--- config.mk ---
export PLATFORM = sky130hd
export DESIGN_NAME = up_down_counter
export DESIGN_NICKNAME = d
export VERILOG_FILES = /design/src/rtl/up_down_counter_pkg.sv /design/src/rtl/up_down_counter_regs.sv /design/src/rtl/up_down_counter.sv
export SDC_FILE = /design/constraint.sdc
export NUM_CORES = 1
export LEC_CHECK = 0
export CAP_MARGIN = 30
export CORE_ASPECT_RATIO = 0.7
export CORE_MARGIN = 2
export CORE_UTILIZATION = 42
export CTS_CLUSTER_DIAMETER = 60
export DETAILED_ROUTE_END_ITERATION = 8
export PLACE_DENSITY = 0.64
export SYNTH_ARGS = -nofsm -noshare
export SYNTH_HDL_FRONTEND = slang
export SYNTH_SLANG_ARGS = --single-unit
--- constraint.sdc ---
create_clock -name clk -period 3.95 [get_ports clk]
set_input_delay 0.5925 -clock clk [delete_from_list [all_inputs] [get_ports clk]]
set_output_delay 0.5925 -clock clk [all_outputs]
set_load 0.02 [all_outputs]
--- src/rtl/up_down_counter_pkg.sv ---
// Shared constants for the up/down counter: register map, CTRL bit layout
// and register reset values.
package up_down_counter_pkg;
  localparam int DATA_W = 8;
  localparam int CTRL_W = 2;

  typedef enum logic [1:0] {
    ADDR_LOAD = 2'd0,
    ADDR_LOW  = 2'd1,
    ADDR_HIGH = 2'd2,
    ADDR_CTRL = 2'd3
  } addr_e;

  localparam int CTRL_DIR_BIT  = 0;
  localparam int CTRL_MODE_BIT = 1;

  localparam logic [DATA_W-1:0] LOAD_DEFAULT = 8'h00;
  localparam logic [DATA_W-1:0] LOW_DEFAULT  = 8'h00;
  localparam logic [DATA_W-1:0] HIGH_DEFAULT = 8'hFF;
  localparam logic [CTRL_W-1:0] CTRL_DEFAULT = 2'b01;
endpackage

--- src/rtl/up_down_counter_regs.sv ---
// Register file and bus decode: LOAD/LOW/HIGH/CTRL storage, readback mux,
// and detection of simultaneous read/write strobes.
module up_down_counter_regs
  import up_down_counter_pkg::*;
(
  input  logic              clk,
  input  logic              reset,
  input  logic [DATA_W-1:0] din,
  input  logic              ncs,
  input  logic              nrd,
  input  logic              nwr,
  input  logic [1:0]        addr,
  output logic [DATA_W-1:0] load_val,
  output logic [DATA_W-1:0] low_val,
  output logic [DATA_W-1:0] high_val,
  output logic [CTRL_W-1:0] ctrl_val,
  output logic [DATA_W-1:0] rd_data,
  output logic              rd_en,
  output logic              conflict
);

  logic  wr_en;
  addr_e sel;

  assign sel      = addr_e'(addr);
  assign wr_en    = ~ncs & ~nwr & nrd;
  assign rd_en    = ~ncs & ~nrd & nwr;
  assign conflict = ~ncs & ~nwr & ~nrd;

  always_ff @(posedge clk) begin
    if (!reset) begin
      load_val <= LOAD_DEFAULT;
      low_val  <= LOW_DEFAULT;
      high_val <= HIGH_DEFAULT;
      ctrl_val <= CTRL_DEFAULT;
    end else if (wr_en) begin
      case (sel)
        ADDR_LOAD: load_val <= din;
        ADDR_LOW:  low_val  <= din;
        ADDR_HIGH: high_val <= din;
        ADDR_CTRL: ctrl_val <= din[CTRL_W-1:0];
        default:   ;
      endcase
    end
  end

  // Reserved CTRL bits read back as zero.
  always_comb begin
    rd_data = '0;
    case (sel)
      ADDR_LOAD: rd_data = load_val;
      ADDR_LOW:  rd_data = low_val;
      ADDR_HIGH: rd_data = high_val;
      ADDR_CTRL: rd_data = {{(DATA_W-CTRL_W){1'b0}}, ctrl_val};
      default:   rd_data = '0;
    endcase
  end

endmodule

--- src/rtl/up_down_counter.sv ---
// Bounded up/down counter with bus-programmable start value, limits and
// one-shot/bounce mode; register readback shares the count output.
module up_down_counter
  import up_down_counter_pkg::*;
(
  input  logic [DATA_W-1:0] din,
  input  logic              clk,
  input  logic              ncs,
  input  logic              nrd,
  input  logic              nwr,
  input  logic              start,
  input  logic              reset,
  input  logic              A0,
  input  logic              A1,
  output logic [DATA_W-1:0] count,
  output logic              err,
  output logic              ec,
  output logic              dir
);

  logic [DATA_W-1:0] load_val, low_val, high_val, rd_data, cnt;
  logic [CTRL_W-1:0] ctrl_val;
  logic              rd_en, conflict, running, start_q, start_edge, at_limit;

  up_down_counter_regs u_regs (
    .clk      (clk),
    .reset    (reset),
    .din      (din),
    .ncs      (ncs),
    .nrd      (nrd),
    .nwr      (nwr),
    .addr     ({A1, A0}),
    .load_val (load_val),
    .low_val  (low_val),
    .high_val (high_val),
    .ctrl_val (ctrl_val),
    .rd_data  (rd_data),
    .rd_en    (rd_en),
    .conflict (conflict)
  );

  // One step toward the requested direction, saturating at the active limit.
  function automatic logic [DATA_W-1:0] step_sat(
    input logic [DATA_W-1:0] val,
    input logic              up,
    input logic [DATA_W-1:0] lo,
    input logic [DATA_W-1:0] hi
  );
    if (up) return (val < hi) ? val + DATA_W'(1) : val;
    else    return (val > lo) ? val - DATA_W'(1) : val;
  endfunction

  assign start_edge = start & ~start_q;
  assign at_limit   = dir ? (cnt >= high_val) : (cnt <= low_val);
  assign count      = rd_en ? rd_data : cnt;

  always_ff @(posedge clk) begin
    if (!reset) begin
      cnt     <= '0;
      dir     <= 1'b1;
      running <= 1'b0;
      err     <= 1'b0;
      ec      <= 1'b0;
      start_q <= 1'b0;
    end else begin
      start_q <= start;
      ec      <= 1'b0;
      if (start_edge) begin
        if ((low_val <= load_val) && (load_val <= high_val)) begin
          cnt     <= load_val;
          dir     <= ctrl_val[CTRL_DIR_BIT];
          running <= 1'b1;
          err     <= 1'b0;
        end else begin
          err     <= 1'b1;
          running <= 1'b0;
        end
      end else if (running && start) begin
        if (at_limit) begin
          ec <= 1'b1;
          if (ctrl_val[CTRL_MODE_BIT]) begin
            dir <= ~dir;
            cnt <= step_sat(cnt, ~dir, low_val, high_val);
          end else begin
            running <= 1'b0;
          end
        end else begin
          cnt <= step_sat(cnt, dir, low_val, high_val);
        end
      end
      // A read/write strobe collision always flags, even on a valid start edge.
      if (conflict) err <= 1'b1;
    end
  end

endmodule

Word-level counts from Yosys, hierarchy flattened
Index checks and enable logic that the tools add are counted.
- muxes and demuxes: 26
- equality and inequality tests: 6
- reduce and logical (&&, ||, !) cells: 15
- bitwise logic cells: 13
- $lt $le $gt $ge: 6
- add/sub/neg operators: 2
- operator list (kind ; number):
    2-to-1 mux 8 bit ; 10
    case mux 8 bit (4 select lines) ; 1
    <= comparator 8 bit ; 3
    2-to-1 mux 1 bit ; 15
    adder 8 x 1 -> 8 bit (second input constant) ; 1
    >= comparator 8 bit ; 1
    > comparator 8 bit ; 1
    < comparator 8 bit ; 1
    AND reduction 2 bit ; 4
    nonzero test 2 bit ; 4
    subtractor 8 x 1 -> 8 bit (second input constant) ; 1
    inverter 1 bit ; 7
    bitwise AND 1 bit ; 6
    AND reduction 3 bit ; 2
    == test 2 bit (second input constant) ; 2
    AND reduction 4 bit ; 1
    inequality test 3 x 2 -> 1 bit (second input constant) ; 1
    OR reduction 3 bit ; 1
    == test 2 x 1 -> 1 bit (second input constant) ; 1
    logical AND 1 bit ; 2
    logical NOT 2 bit ; 1
    inequality test 2 x 1 -> 1 bit (second input constant) ; 1
    inequality test 2 bit (second input constant) ; 1
- input port bits: 16
- logic and storage cells: 78
- output and inout port bits: 11
- register bits after elaboration: 39

Depth between registers and ports, before layout
Gate-level depths: netlist of the first run.
- word-level depth: 7
- depth in mapped cells: 10
- depth with buffers taken out: 10

Hierarchy
From an unflattened synthesis of the first run, not the netlist that was laid out.
- cells, all modules: 373
- area total of the unflattened synthesis: 3078.0 um2
- modules (own cells, without submodules) (module ; cells each ; sequential area each (um2) ; instances ; area each (um2)):
    up_down_counter ; 242 ; 260.2 ; 1 ; 1831.8
    up_down_counter_regs ; 131 ; 520.5 ; 1 ; 1246.2

Least setup slack after synthesis of the first run
Ideal clock, no wire load.
- path kind: input-to-output
- from: input port A0
- to: output port count[1]
- arrival: 1.853 ns
- setup slack: 1.504 ns
- path buffers: 1
- required time: 3.357 ns
- cell stages on the path: 4
- path through: buf_1 mux4_2 nand2_1 o21ai_0
- longest elaborated chain between the ends: 3
- elaborated cells on any way between the ends: 6
- classes of those cells: 3 x eq/ne; 2 x mux; 1 x reduce/logical
- ends and longest elaborated chain (what ; line ; RTL):
    start: declaration ; up_down_counter.sv:13 ; input logic A0,
    == test 2 bit, or another cell as far along ; up_down_counter_regs.sv:50 ; case (sel)
    case mux 8 bit (4 select lines) (*) ; up_down_counter_regs.sv:50 ;
    2-to-1 mux 8 bit (*) ; up_down_counter.sv:55 ; assign count = rd_en ? rd_data : cnt;
    end: declaration ; up_down_counter.sv:15 ; output logic [DATA_W-1:0] count,
Mark *: on every way between the ends. The rest lies on a longest branch, timed or not.

Worst setup path in the final report of the first run
- from: input port A0
- to: output port count[3]
Same word-level chain as after synthesis.

==> metrics.md, run 1 <==
| Metric | Value |
|---|---|
| Status | `completed` |
| Maximum clock rate | `292 MHz` |
| Initial DRC Count | `184` |
| CTS Buf Count | `5` |
| CTS max path bufs | `2` |
| Cell internal pwr | `0.638 mW` |
| Setup Fix Bufs, Post-CTS | `0` |
| Seq pwr share | `44.8%` |
| Syn nets | `399` |
| DR pass1 iterations | `5` |
| Worst EP arrival | `2.83 ns` |
| Vias in the first global route | `2592` |
| Area delta synth->final | `15.2%` |
| Asr flop ratio synth | `0%` |
| Mean Syn Cell Area | `8.44 µm²` |
| PortBufs | `26` |
| NetSw | `0.321 mW` |
| Die Ht | `74.1 µm` |
| Ys Warns | `0` |
| Critical path type | `in -> out` |
| Max-cap violations | `0` |
| Max-slew violations | `0` |
| # hold bufs at CTS | `0` |
| Layout cells sized above 1 | `8.56%` |
| Sum Neg Setup Slack | `0 ns` |
| Prevailing post-synth register cell | `dfxtp_1` |
| Number of flops mapped to enable cells by yosys | `0` |
| Top cells by count, synth | `dfxtp_1 (39), ha_1 (34), inv_1 (27)` |
| Critical path capture point type | `primary output` |
| Net Sw Frac | `33.5%` |
| Tot GR Track Use | `21.8%` |
| Crit path required time | `3.36 ns` |
| Leakage power total | `1.39 nW` |
| WL/cell | `17.0 µm` |
| Clock power share | `28.7%` |
| Max-Slew Margin vs Limit | `56.7%` |
| Post-synth top area share | `26.5%` |
| Diode count | `0` |
| Final Hold Fails | `0` |
| Initial antenna violation count | `0` |
| CTS tree | `built` |
| Worst hold margin | `0.527 ns` |
| Final wirelength | `7940 µm` |
| Max IR drop VDD | `0.185 mV` |
| Combinational power share | `26.5%` |
| Period minus WS final | `3.42 ns` |
| Largest family of logic cells by synthesized area | `simple AND/OR/NAND/NOR gates` |
| GPL Wtd Cong | `0.860` |
| CTS resizes | `0` |
| Vias | `2702` |
| Power Density | `283 nW/µm²` |
| Adder-cell share of the synthesized area | `14.4%` |
| Clock Tree Root | `clkbuf_8` |
| Cell area after synthesis | `2940 µm²` |
| DIE AREA | `7710 µm²` |
| Post-synthesis sequential area ratio | `26.5%` |
| DRC viols | `0` |
| Synth cell types | `55` |
| Grt total ovfl | `0` |
| Top post-synthesis cells by area | `dfxtp_1 (27%), ha_1 (14%), mux2i_1 (8.5%)` |
| H-Tree Depth | `2` |
| Nets@finish | `423` |
| Worst Hold Class | `reg -> reg` |
| CP Max Fanout | `12` |
| Worst-margin pin slew | `0.648 ns` |
| Starting Density | `43.6%` |
| Mapped Cells | `349` |
| DIE WIDTH | `104 µm` |
| Post-synthesis compound-gate area fraction | `19.8%` |
| Slowest-stage cell, CP | `clkdlybuf4s50_1` |
| Final critical-path share of the clock period | `86.6%` |
| Crit start category | `primary input` |
| Pin count of the biggest net entering global routing | `26` |
| CP max stage delay | `0.74 ns` |
| Simple-gate area share of the yosys netlist | `24.1%` |
| Num ports | `27` |
| Core area | `6760 µm²` |
| Avg Vias per Cell | `5.77` |
| Design Power | `0.959 mW` |
| Yosys reg bits | `39` |
| Mux cell area share after synthesis | `10.0%` |
| Layout Skew | `0.00566 ns` |
| Global-route wire length before repair | `13200 µm` |
| Synth Area in XOR/XNOR | `0%` |
| CTS sink count | `39` |
| DP HPWL | `6030 µm` |
| Post-synth top area cell | `dfxtp_1` |
| Rows | `25` |
| Setup-failing EPs final | `0` |
| Routed Antenna Nets | `0` |
| Critical path, cell by cell | `clkdlybuf4s50_1 > nor2b_1 > a21oi_1 > a21oi_1 > clkdlybuf4s50_1` |
| RSZ-0062 raised after global routing | `no` |
| Most common cell in the synthesized netlist | `dfxtp_1` |
| Clock-pin slew of the registers on the worst-case setup and hold paths | `0.08 ns` |
| Clk_lat worst skew | `0.30 ns` |
## power groups by stage
stage | logic (mW) | clock network (mW) | registers (mW)
4_1_cts | 0.251 | 0.282 | 0.428
3_3_place_gp | 0.244 | 0 | 0.438
3_5_place_dp | 0.249 | 0 | 0.438
5_1_grt | 0.278 | 0.300 | 0.432
6_report | 0.254 | 0.275 | 0.430
2_1_floorplan | 0.168 | 0 | 0.431
## metal layers
layer  share of wire (%)  track usage [%]  vias up
li1                    -                -     1329
met1                  52             30.7     1285
met2                  42             35.7       79
met3                 5.2             4.12        9
met4                0.91             4.20        0
met5                   0                0        -
## kinds of logic after synthesis
group                      after synthesis
AOI/OAI and AO/OA                       82
DFF                                     39
and+or+nand+nor                        127
adders and majority gates               34
buffers and inverters                   40
muxes                                   27
## registers in the layout (all words and copies together) (netlist names), 2 cells and up
signal,cells
u_regs.high_val,8
u_regs.load_val,8
u_regs.low_val,8
cnt,8
u_regs.ctrl_val,2
## final timing paths
kind                      startpoint                  to  slack (ns)  cells past startpoint
hold / removal    u_regs.ctrl_val[0]  u_regs.ctrl_val[0]        0.53                      2
hold reg to reg   u_regs.ctrl_val[0]  u_regs.ctrl_val[0]        0.53                      2
setup reg to reg              cnt[0]              cnt[3]        1.21                     10
setup / recovery                  A0            count[3]        0.53                      5
## placed cells by master, fill, tap and decap left out, drive strengths merged, types with 3 or more instances in the layout
master,synthesis,layout
o21ai,9,9
dfxtp,39,39
a31oi,3,3
o22ai,3,3
and2,5,5
buf,2,4
mux2i,25,25
ha,34,34
a21oi,26,26
nor4,5,5
clkbuf,11,6
inv,27,27
nand4,12,12
nand2,26,26
and3,4,4
clkdlybuf4s50,0,26
nand3,14,14
nor2b,24,24
o211ai,18,18
nor2,26,26
nor3,5,5
## through the flow
stage | utilization (%) | std cells | area [µm²] | worst slack [ns]
after detailed placement | 48.9 | 460 | 3310 | 0.512
after global placement | 48.9 | 460 | 3310 | 0.572
final | 50.2 | 468 | 3390 | 0.528
after global routing | 50.2 | 468 | 3390 | 0.322
after floorplan | - | 349 | 2940 | 1.50
after CTS | 50.2 | 468 | 3390 | 0.509
## critical path, delay by kind of cell
family | cells | cell delay [ns]
buf+inv | 2 | 1.35
simple gates | 1 | 0.55
compound gates | 2 | 0.33
## cell type report
cell class | instances | area (µm²)
Inverter | 27 | 101
Multi-Input combinational cell | 270 | 2020
Fill cell | 670 | 3360
Timing Repair Buffer | 30 | 290
Tap cell | 94 | 118
Clock buffer | 6 | 72.6
Sequential cell | 39 | 781
Clock inverter | 2 | 12.5
(Power assumes the default switching activity.)
==> inputs of run 2 (changes only) <==
--- a/config.mk
+++ b/config.mk
@@ -5,9 +5,8 @@
 export SDC_FILE = /design/constraint.sdc
 export NUM_CORES = 1
 export LEC_CHECK = 0
-export CAP_MARGIN = 30
+export ABC_CLOCK_PERIOD_IN_PS = 3950
 export CORE_ASPECT_RATIO = 0.7
-export CORE_MARGIN = 2
 export CORE_UTILIZATION = 42
 export CTS_CLUSTER_DIAMETER = 60
 export DETAILED_ROUTE_END_ITERATION = 8
==> metrics.md, run 2 (same netlist as run 1, synthesis figures left out) <==
| Metric | Value |
|---|---|
| Max-Slew Margin vs Limit | `55.9% (-0.81 points)` |
| CTS max path bufs | `2 (unchanged)` |
| Period minus WS final | `3.48 ns (+0.0578 ns)` |
| Routed Antenna Nets | `0 (unchanged)` |
| Crit path required time | `3.36 ns (about the same)` |
| Cell internal pwr | `0.637 mW (-0.12%)` |
| Initial antenna violation count | `0 (unchanged)` |
| Worst EP arrival | `2.89 ns (+0.06 ns)` |
| Clk_lat worst skew | `0.30 ns (about the same)` |
| CTS resizes | `0 (unchanged)` |
| Rows | `25 (unchanged)` |
| Nets@finish | `423 (unchanged)` |
| Starting Density | `43.6% (unchanged)` |
| Final Hold Fails | `0 (unchanged)` |
| PortBufs | `26 (unchanged)` |
| Leakage power total | `1.39 nW (about the same)` |
| Critical path capture point type | `primary output` |
| Core Util, Final | `50.3% (+0.056 points)` |
| Max IR drop VDD | `0.137 mV (-26%)` |
| Worst Hold Class | `reg -> reg` |
| Global-route wire length before repair | `13000 µm (-1.3%)` |
| GPL Wtd Cong | `0.866 (+0.71%)` |
| Num ports | `27 (unchanged)` |
| R2R Setup Slk | `1.27 ns (+0.06 ns)` |
| Max-slew violations | `0 (unchanged)` |
| Seq pwr share | `44.4% (-0.4 points)` |
| Layout cells sized above 1 | `8.82% (+0.27 points)` |
| Die Ht | `72.1 µm (-2.7%)` |
| Status | `completed` |
| Commonest non-fill, non-tap cell in the layout | `dfxtp_1` |
| Grt total ovfl | `0 (unchanged)` |
| Clock-pin slew of the registers on the worst-case setup and hold paths | `0.09 ns (about the same)` |
| Layout Skew | `0.00886 ns (+0.00320 ns)` |
| Initial DRC Count | `199 (+8.2%)` |
| Power Density | `285 nW/µm² (+0.73%)` |
| Maximum clock rate | `287 MHz (-1.7%)` |
| Worst hold margin | `0.541 ns (+0.0139 ns)` |
| Pin count of the biggest net entering global routing | `43 (+65%)` |
| Fillers | `671 (+0.15%)` |
| RSZ-0062 raised after global routing | `no` |
| Fin cells | `468 (unchanged)` |
| CP Max Fanout | `12 (unchanged)` |
| Combinational power share | `26.3% (-0.2 points)` |
| Worst-margin pin slew | `0.660 ns (+0.0122 ns)` |
| Max-cap violations | `0 (unchanged)` |
| Crit start category | `primary input` |
| H-Tree Depth | `2 (unchanged)` |
| CTS tree | `built` |
| Worst setup margin | `0.470 ns (-0.0578 ns)` |
| Vias in the first global route | `2516 (-2.9%)` |
| DRC viols | `0 (unchanged)` |
| CTS Buf Count | `5 (unchanged)` |
| Cells after DPL | `460 (unchanged)` |
| NetSw | `0.330 mW (+2.8%)` |
| Sum Neg Setup Slack | `0 ns (unchanged)` |
| Setup Fix Bufs, Post-CTS | `0 (unchanged)` |
| Setup-failing EPs final | `0 (unchanged)` |
| Net Sw Frac | `34.1% (+0.64 points)` |
| WL/cell | `16.9 µm (-0.54%)` |
| Critical path type | `in -> out` |
| CTS sink count | `39 (unchanged)` |
| DIE AREA | `7350 µm² (-4.6%)` |
| DR pass1 iterations | `5 (unchanged)` |
| Diode count | `0 (unchanged)` |
| DP HPWL | `5940 µm (-1.6%)` |
| Final wirelength | `7890 µm (-0.54%)` |
| Avg Vias per Cell | `5.76 (-0.26%)` |
| Final critical-path share of the clock period | `88.1% (+1.5 points)` |
| Core area | `6760 µm² (unchanged)` |
| DP Worst Slack | `0.500 ns (-0.0120 ns)` |
| Vias | `2695 (-0.26%)` |
| Area delta synth->final | `15.3%` |
| Tot GR Track Use | `23.1% (+1.3 points)` |
| DIE WIDTH | `102 µm (-1.9%)` |
| Most frequent cells in the layout | `dfxtp_1 (39), ha_1 (34), inv_1 (27)` |
| Clock Tree Root | `clkbuf_8` |
| Clock power share | `29.3% (+0.6 points)` |
| # hold bufs at CTS | `0 (unchanged)` |
## run 2: cell types whose count changed in the layout (fill, tap and decap cells not counted), sizes merged
cell      previous run  this run
clkbuf               6         5
clkinvlp             1         2
## run 2: critical path, cell delays in order
cell and delay (ns):
clkdlybuf4s50_1 0.75, nor2b_1 0.58, a21oi_1 0.18, a21oi_1 0.17
clkdlybuf4s50_1 0.61
## run 2: through the flow
stage | total power [mW] | area, µm²
6_report | 0.967 | 3400
3_3_place_gp | 0.680 | 3310
2_1_floorplan | 0.599 | 2940
4_1_cts | 0.968 | 3400
5_1_grt | 1.02 | 3400
3_5_place_dp | 0.686 | 3310
## run 2: routing by layer
metal | part of all wire [%] | GRT usage, % | vias up
met4 | 1.4 | 5.24 | 0
li1 | - | - | 1336
met1 | 51 | 33.7 | 1258
met5 | 0 | 0 | -
met2 | 42 | 35.6 | 89
met3 | 6.1 | 3.76 | 12
## run 2: path summary, 6_finish.rpt
path                                    startpoint  depth (start not counted)                  to
worst max-delay path                            A0                          5            count[2]
worst min-delay path            u_regs.ctrl_val[0]                          2  u_regs.ctrl_val[0]
worst max register to register              cnt[1]                          9              cnt[0]
worst min register to register  u_regs.ctrl_val[0]                          2  u_regs.ctrl_val[0]
## run 2: final cells by class
type	instances	area, µm²	share of cell area, %
tap	94	118	3.46
timing repair buffer	30	290	8.55
inverter	27	101	2.98
clock inverter	3	20.0	0.590
clock buffer	5	68.8	2.03
sequential	39	781	23.0
multi-input combinational	270	2020	59.4
## run 2: power groups by stage
| stage | registers [mW] | logic [mW] | clock network, mW |
|---|---|---|---|
| 2_1_floorplan | 0.431 | 0.168 | 0 |
| 3_3_place_gp | 0.437 | 0.243 | 0 |
| 3_5_place_dp | 0.437 | 0.249 | 0 |
| 4_1_cts | 0.428 | 0.251 | 0.289 |
| 5_1_grt | 0.431 | 0.278 | 0.309 |
| 6_report | 0.429 | 0.254 | 0.283 |
==> inputs of run 3 (changes only) <==
--- a/config.mk
+++ b/config.mk
@@ -8,6 +8,7 @@
 export ABC_CLOCK_PERIOD_IN_PS = 3950
 export CORE_ASPECT_RATIO = 0.7
 export CORE_UTILIZATION = 42
+export CTS_BUF_LIST = sky130_fd_sc_hd__clkbuf_8
 export CTS_CLUSTER_DIAMETER = 60
 export DETAILED_ROUTE_END_ITERATION = 8
 export PLACE_DENSITY = 0.64
==> results of run 3 <==
The final DEF is identical to that of run 2; final timing and power are the same.
